==> config.mk <==
export PLATFORM = sky130hd
export DESIGN_NAME = word_align_ctrl
export DESIGN_NICKNAME = d
export VERILOG_FILES = /design/src/rtl/word_align_pkg.sv /design/src/rtl/word_align_ctrl_shifter.sv /design/src/rtl/word_align_ctrl.sv
export SDC_FILE = /design/constraint.sdc
export NUM_CORES = 1
export LEC_CHECK = 0
export CORE_AREA = 2 2 87 89
export CTS_BUF_LIST = sky130_fd_sc_hd__clkbuf_16
export DETAILED_ROUTE_END_ITERATION = 8
export DIE_AREA = 0 0 89 91
export PLACE_DENSITY = 0.82
export SYNTH_ARGS = -nofsm -noshare
export SYNTH_HDL_FRONTEND = slang
export SYNTH_HIERARCHICAL = 1
export SYNTH_SLANG_ARGS = --single-unit
==> constraint.sdc <==
create_clock -name clk160 -period 4.07 [get_ports clk160]
set_clock_uncertainty 0.05 [all_clocks]
set_input_delay 0.6105 -clock clk160 [delete_from_list [all_inputs] [get_ports clk160]]
set_output_delay 0.6105 -clock clk160 [all_outputs]
set_load 0.05 [all_outputs]
==> src/rtl/word_align_pkg.sv <==
// word_align_pkg: shared types, widths and helpers for the word-alignment stage.
package word_align_pkg;
    localparam int WORD_W   = 8;
    localparam int OFFSET_W = 3;
    localparam int CNT_W    = 32;
    typedef enum logic [1:0] {
        IDLE    = 2'd0,
        SEARCH  = 2'd1,
        CONFIRM = 2'd2,
        LOCKED  = 2'd3
    } state_t;
    function automatic logic [7:0] sat_inc8(input logic [7:0] v);
        return (&v) ? v : v + 8'd1;
    endfunction
endpackage

==> src/rtl/word_align_ctrl_shifter.sv <==
// word_shifter: holds the previous word, extracts the offset window and registers the aligned byte.
module word_shifter
    import word_align_pkg::*;
(
    input  logic                clk160,
    input  logic                rstb,
    input  logic [WORD_W-1:0]   data_in,
    input  logic [OFFSET_W-1:0] offset,
    input  logic                valid_in,
    output logic [WORD_W-1:0]   win,
    output logic [WORD_W-1:0]   data_out,
    output logic                data_out_valid
);
    logic [WORD_W-1:0]   prev_q, prev_d, data_out_q, data_out_d;
    logic                valid_q, valid_d;
    logic [2*WORD_W-1:0] cat;
    always_comb begin
        cat        = {data_in, prev_q};
        win        = cat[offset +: WORD_W];
        prev_d     = data_in;
        data_out_d = win;
        valid_d    = valid_in;
    end
    always_ff @(posedge clk160) begin
        if (!rstb) begin
            prev_q     <= '0;
            data_out_q <= '0;
            valid_q    <= 1'b0;
        end else begin
            prev_q     <= prev_d;
            data_out_q <= data_out_d;
            valid_q    <= valid_d;
        end
    end
    assign data_out       = data_out_q;
    assign data_out_valid = valid_q;
endmodule

==> src/rtl/word_align_ctrl.sv <==
// word_align_ctrl: byte-boundary search/lock FSM over a bit-aligned 8-bit stream.
// Define WORD_ALIGN_ERRCNT_EN to build the checked-word / error statistics counters.
module word_align_ctrl
    import word_align_pkg::*;
#(
    parameter int LOCK_COUNT   = 16,
    parameter int UNLOCK_COUNT = 4
) (
    input  logic                clk160,
    input  logic                rstb,
    input  logic [WORD_W-1:0]   data_in,
    input  logic                delay_ready,
    input  logic                enable,
    input  logic                manual_mode,
    input  logic [OFFSET_W-1:0] manual_offset,
    input  logic [WORD_W-1:0]   sync_word,
    input  logic                check_en,
    input  logic                reset_counters,
    output logic [WORD_W-1:0]   data_out,
    output logic                data_out_valid,
    output logic                locked,
    output logic [OFFSET_W-1:0] offset,
    output logic [7:0]          sweep_fail_cnt,
    output logic [CNT_W-1:0]    word_counter,
    output logic [CNT_W-1:0]    error_counter
);
    state_t              state_q, state_d;
    logic [OFFSET_W-1:0] offset_q, offset_d;
    logic [7:0]          match_cnt_q, match_cnt_d, miss_cnt_q, miss_cnt_d, sweep_q, sweep_d;
    logic [WORD_W-1:0]   win;
    logic                hit, adv;
    assign offset = manual_mode ? manual_offset : offset_q;
    assign hit    = (win == sync_word);
    assign locked = (state_q == LOCKED);
    assign sweep_fail_cnt = sweep_q;
    word_shifter u_shifter (
        .clk160         (clk160),
        .rstb           (rstb),
        .data_in        (data_in),
        .offset         (offset),
        .valid_in       (locked || manual_mode),
        .win            (win),
        .data_out       (data_out),
        .data_out_valid (data_out_valid)
    );
    always_comb begin
        state_d     = state_q;
        offset_d    = offset_q;
        match_cnt_d = match_cnt_q;
        miss_cnt_d  = miss_cnt_q;
        sweep_d     = sweep_q;
        adv         = 1'b0;
        if (!enable || manual_mode) begin
            state_d     = IDLE;
            match_cnt_d = '0;
            miss_cnt_d  = '0;
        end else if (!delay_ready) begin
            state_d = IDLE;
        end else begin
            case (state_q)
                IDLE: state_d = SEARCH;
                SEARCH: begin
                    if (hit) begin
                        if (LOCK_COUNT == 1) state_d = LOCKED;
                        else state_d = CONFIRM;
                        match_cnt_d = 8'd1;
                        miss_cnt_d  = '0;
                    end else adv = 1'b1;
                end
                CONFIRM: begin
                    if (hit) begin
                        match_cnt_d = match_cnt_q + 8'd1;
                        if (int'(match_cnt_q) + 1 == LOCK_COUNT) begin
                            state_d    = LOCKED;
                            miss_cnt_d = '0;
                        end
                    end else begin
                        state_d = SEARCH;
                        adv     = 1'b1;
                    end
                end
                LOCKED: begin
                    if (check_en && !hit) begin
                        miss_cnt_d = miss_cnt_q + 8'd1;
                        if (int'(miss_cnt_q) + 1 == UNLOCK_COUNT) begin
                            state_d = SEARCH;
                            adv     = 1'b1;
                        end
                    end else if (check_en) miss_cnt_d = '0;
                end
                default: state_d = IDLE;
            endcase
        end
        // Each rejected offset steps on; rolling over 7 -> 0 completes one failed sweep.
        if (adv) begin
            offset_d = offset_q + 3'd1;
            if (&offset_q) sweep_d = sat_inc8(sweep_q);
        end
    end
    always_ff @(posedge clk160) begin
        if (!rstb) begin
            state_q     <= IDLE;
            offset_q    <= '0;
            match_cnt_q <= '0;
            miss_cnt_q  <= '0;
            sweep_q     <= '0;
        end else begin
            state_q     <= state_d;
            offset_q    <= offset_d;
            match_cnt_q <= match_cnt_d;
            miss_cnt_q  <= miss_cnt_d;
            sweep_q     <= sweep_d;
        end
    end
`ifdef WORD_ALIGN_ERRCNT_EN
    logic [CNT_W-1:0] word_cnt_q, word_cnt_d, err_cnt_q, err_cnt_d;
    logic             checked;
    always_comb begin
        checked    = enable && !manual_mode && delay_ready && locked && check_en;
        word_cnt_d = word_cnt_q;
        err_cnt_d  = err_cnt_q;
        if (reset_counters) begin
            word_cnt_d = '0;
            err_cnt_d  = '0;
        end else if (checked && !(&word_cnt_q) && !(&err_cnt_q)) begin
            word_cnt_d = word_cnt_q + 1'b1;
            err_cnt_d  = err_cnt_q + CNT_W'(!hit);
        end
    end
    always_ff @(posedge clk160) begin
        if (!rstb) begin
            word_cnt_q <= '0;
            err_cnt_q  <= '0;
        end else begin
            word_cnt_q <= word_cnt_d;
            err_cnt_q  <= err_cnt_d;
        end
    end
    assign word_counter  = word_cnt_q;
    assign error_counter = err_cnt_q;
`else
    logic unused_reset_counters;
    assign unused_reset_counters = reset_counters;
    assign word_counter  = '0;
    assign error_counter = '0;
`endif
endmodule
==> impl_results.md <==
* Port Buf Inserts at 45
* Crit end category: flop
* Slew headroom at 61.97%
* Sequential area share after synthesis at 28.51%
* Post-synth cell types at 61
* Grt ovf at 0
* Worst-Margin Slew at 0.5691 ns
* Detailed Route WL at 7.031 mm
* Mapped cell area at 0.003231 mm^2
* Crit path cell chain: clkdlybuf4s50_1 > mux2_2 > buf_4 > mux2i_1 > a2bb2o_1 > and3b_1 > xor2_1 > nor4_2 > buf_4 > buf_4 > a221oi_4 > nand2_4 > or4_1 > a21boi_1
* CP required at 4.24 ns
* Reg-to-Reg Start: offset_q[1]
* Die Y at 91 um
* Crit path max fanout at 8
* Fmax at 0.2559 GHz
* Switching share of power at 34.61%
* CTS clk-pin slew, worst paths at 0.06 ns
* Die W at 89 um
* Layout cells sized above 1 at 13.04%
* Initial core utilization at 45.27%
* Io pins at 111
* Drt drc at 0
* Area of the multi-input gates at 0.001957 mm^2
* Detailed Routing Iterations Pass 1 at 4
* Startpoint Class: input port
* Final setup violation count at 0
* Cell repeated most along the worst path: buf_4
* Final min period at 3.908 ns
* Reg power frac at 39.3%
* Final instance area at 0.003841 mm^2
* Crit path DAT at 4.08 ns
* Post-layout net count at 471
* Die area at 0.008099 mm^2
* Root buffer cell: clkbuf_16
* Ys async rst share at 0%
* Worst hold stages at 2
* Reg2Reg Setup Slack at 0.74 ns
* Clock tree buffer depth at 2
* Number of synthesized flops with an enable pin at 0
* VDD IR max at 0.1516 mV
* Leading cell type in the layout, fill and taps excluded: conb_1
* Routed WL per cell at 13.12 um
* Hold EP: sweep_fail_cnt[5]
* Fin. max-slew vios at 0
* Synth Instances at 366
* Fillers at 662
* Via count at 2707
* Placement-stage cell area at 0.003700 mm^2
* Vias in the first global route at 2536
* Placer Congestion at 0.9116
* Worst setup path class: in2reg
* Hold Vio Cnt, Final at 0
* HP Class: reg2reg
* First-pass GRT wire length at 11.34 mm
* CTS Hold Bufs at 0
* #FFs+latches synth at 46
* R2R depth at 13
* Area Growth Syn to Fin at 18.90%
* FP Rows at 31
* Ant diodes at 0
* Vias/cell at 5.050
* Post-synth top flop: dfxtp_1
* RSZ-0062 raised after global routing: no
* Worst r2r dst: sweep_fail_cnt[5]
* Final setup TNS at 0 ns
* Synth warnings at 6
* Hold wc startpoint: sweep_fail_cnt[5]
* Clock share of power at 33.7%
* Initial antenna violation count at 0
* Psw at 0.4106 mW
* Routed Antenna Nets at 0
* Internal at 0.7759 mW
* Dpl hpwl at 5.363 mm
* CP max stage delay at 0.51 ns
* Status: completed
* GRT Util Overall at 17.31%
* Max H-tree Level at 2
* Largest net degree at the start of global routing at 28
* CTS tree: built
* Fin crit share at 96.01%
* CTS Buf Count at 5
* DR iter-0 viols at 118
* Slowest-stage cell, CP: clkdlybuf4s50_1
* Register area at 920.9 um^2
* LEAKAGE at 1.569 nW
* Clk_lat worst skew at 0.29 ns
* CTS resizes at 0
* CORE AREA at 0.007137 mm^2
* Max_cap viols at 0
* Pwr per Cell Area at 308.9 mW/mm^2
* Comb pwr share at 27.0%
* CTS sink cnt at 46
* Synthesized area per cell at 8.827 um^2
* Setup bufs post-CTS at 0
* Most frequent cells in the layout: 64 x conb_1, 46 x dfxtp_1, 45 x clkdlybuf4s50_1
## metrics by stage
stage | instances | worst slack, ns | hold WS [ns] | util [%] | total power [mW]
3_5_place_dp | 528 | -0.09602 | 0.4373 | 51.84 | 0.7933
2_1_floorplan | 429 | 0.1961 | 0.4020 | - | 0.7632
3_3_place_gp | 528 | -0.02666 | 0.4163 | 51.84 | 0.7899
4_1_cts | 536 | 0.1799 | 0.4462 | 53.82 | 1.187
6_report | 536 | 0.1623 | 0.4394 | 53.82 | 1.186
5_1_grt | 536 | 0.03240 | 0.4650 | 53.82 | 1.227
## synthesized netlist by cell type (all sizes together), types with 10 or more instances
master | instances | share of area, %
and2 | 19 | 3.8
a21oi | 14 | 2.2
nand3 | 16 | 2.5
dfxtp | 46 | 29
mux2 | 11 | 4.1
a311oi | 10 | 2.7
and3 | 11 | 2.3
buf | 70 | 17
nand2 | 25 | 3.1
mux2i | 12 | 3.7
nand2b | 12 | 2.3
## cell type report
cell class / count / area share, %
sequential: 46 / 23.97
inverter: 8 / 0.7818
timing repair buffer: 74 / 17.39
clock inverter: 3 / 0.4235
tap: 99 / 3.225
multi-input combinational: 301 / 50.94
clock buffer: 5 / 3.257
## logic make-up after synthesis
family	after synthesis	share of synthesized area (%)
simple gates	125	22.85
buf+inv	82	18.24
compound gates	67	15.49
flops	46	28.50
mux	23	7.785
xor+xnor	13	3.524
fa+ha+maj	9	3.486
other cells	1	0.1161
## worst max path at each step
stage,startpoint,end,depth (start not counted)
2_1_floorplan,manual_mode,miss_cnt_q[6],12
5_1_grt,manual_mode,sweep_fail_cnt[5],14
3_5_place_dp,manual_mode,sweep_fail_cnt[5],14
6_report,manual_mode,sweep_fail_cnt[5],14
3_3_place_gp,manual_mode,sweep_fail_cnt[5],13
4_1_cts,manual_mode,sweep_fail_cnt[5],14
## power groups by stage
| stage | clock [mW] | sequential [mW] | combinational (mW) |
|---|---|---|---|
| final | 0.400 | 0.467 | 0.320 |
| after global routing | 0.424 | 0.467 | 0.336 |
| after CTS | 0.402 | 0.466 | 0.318 |
| after detailed placement | 0 | 0.477 | 0.317 |
| after global placement | 0 | 0.476 | 0.314 |
| after floorplan | 0 | 0.500 | 0.263 |
## sequential cells by signal, indices dropped and copies added, names as in the netlist
register	cells
sweep_fail_cnt	8
u_shifter/prev_q	8
offset_q	3
miss_cnt_q	8
u_shifter/data_out	8
u_shifter/data_out_valid	1
state_q	2
match_cnt_q	8
## critical path: cells and delay by family
kind                      cells  cell delay (ns)
buffers and inverters         4             1.01
and+or+nand+nor               4             0.90
AOI/OAI and AO/OA             3             0.78
muxes                         2             0.57
xor gates and xnor gates      1             0.20
## metal layers
layer	global-route usage (%)	wire, um
met2	30.41	3544
met4	5.970	115
met3	3.909	384
met1	20.25	2987
met5	0	0
No activity file was read; power rests on OpenSTA's default activity.
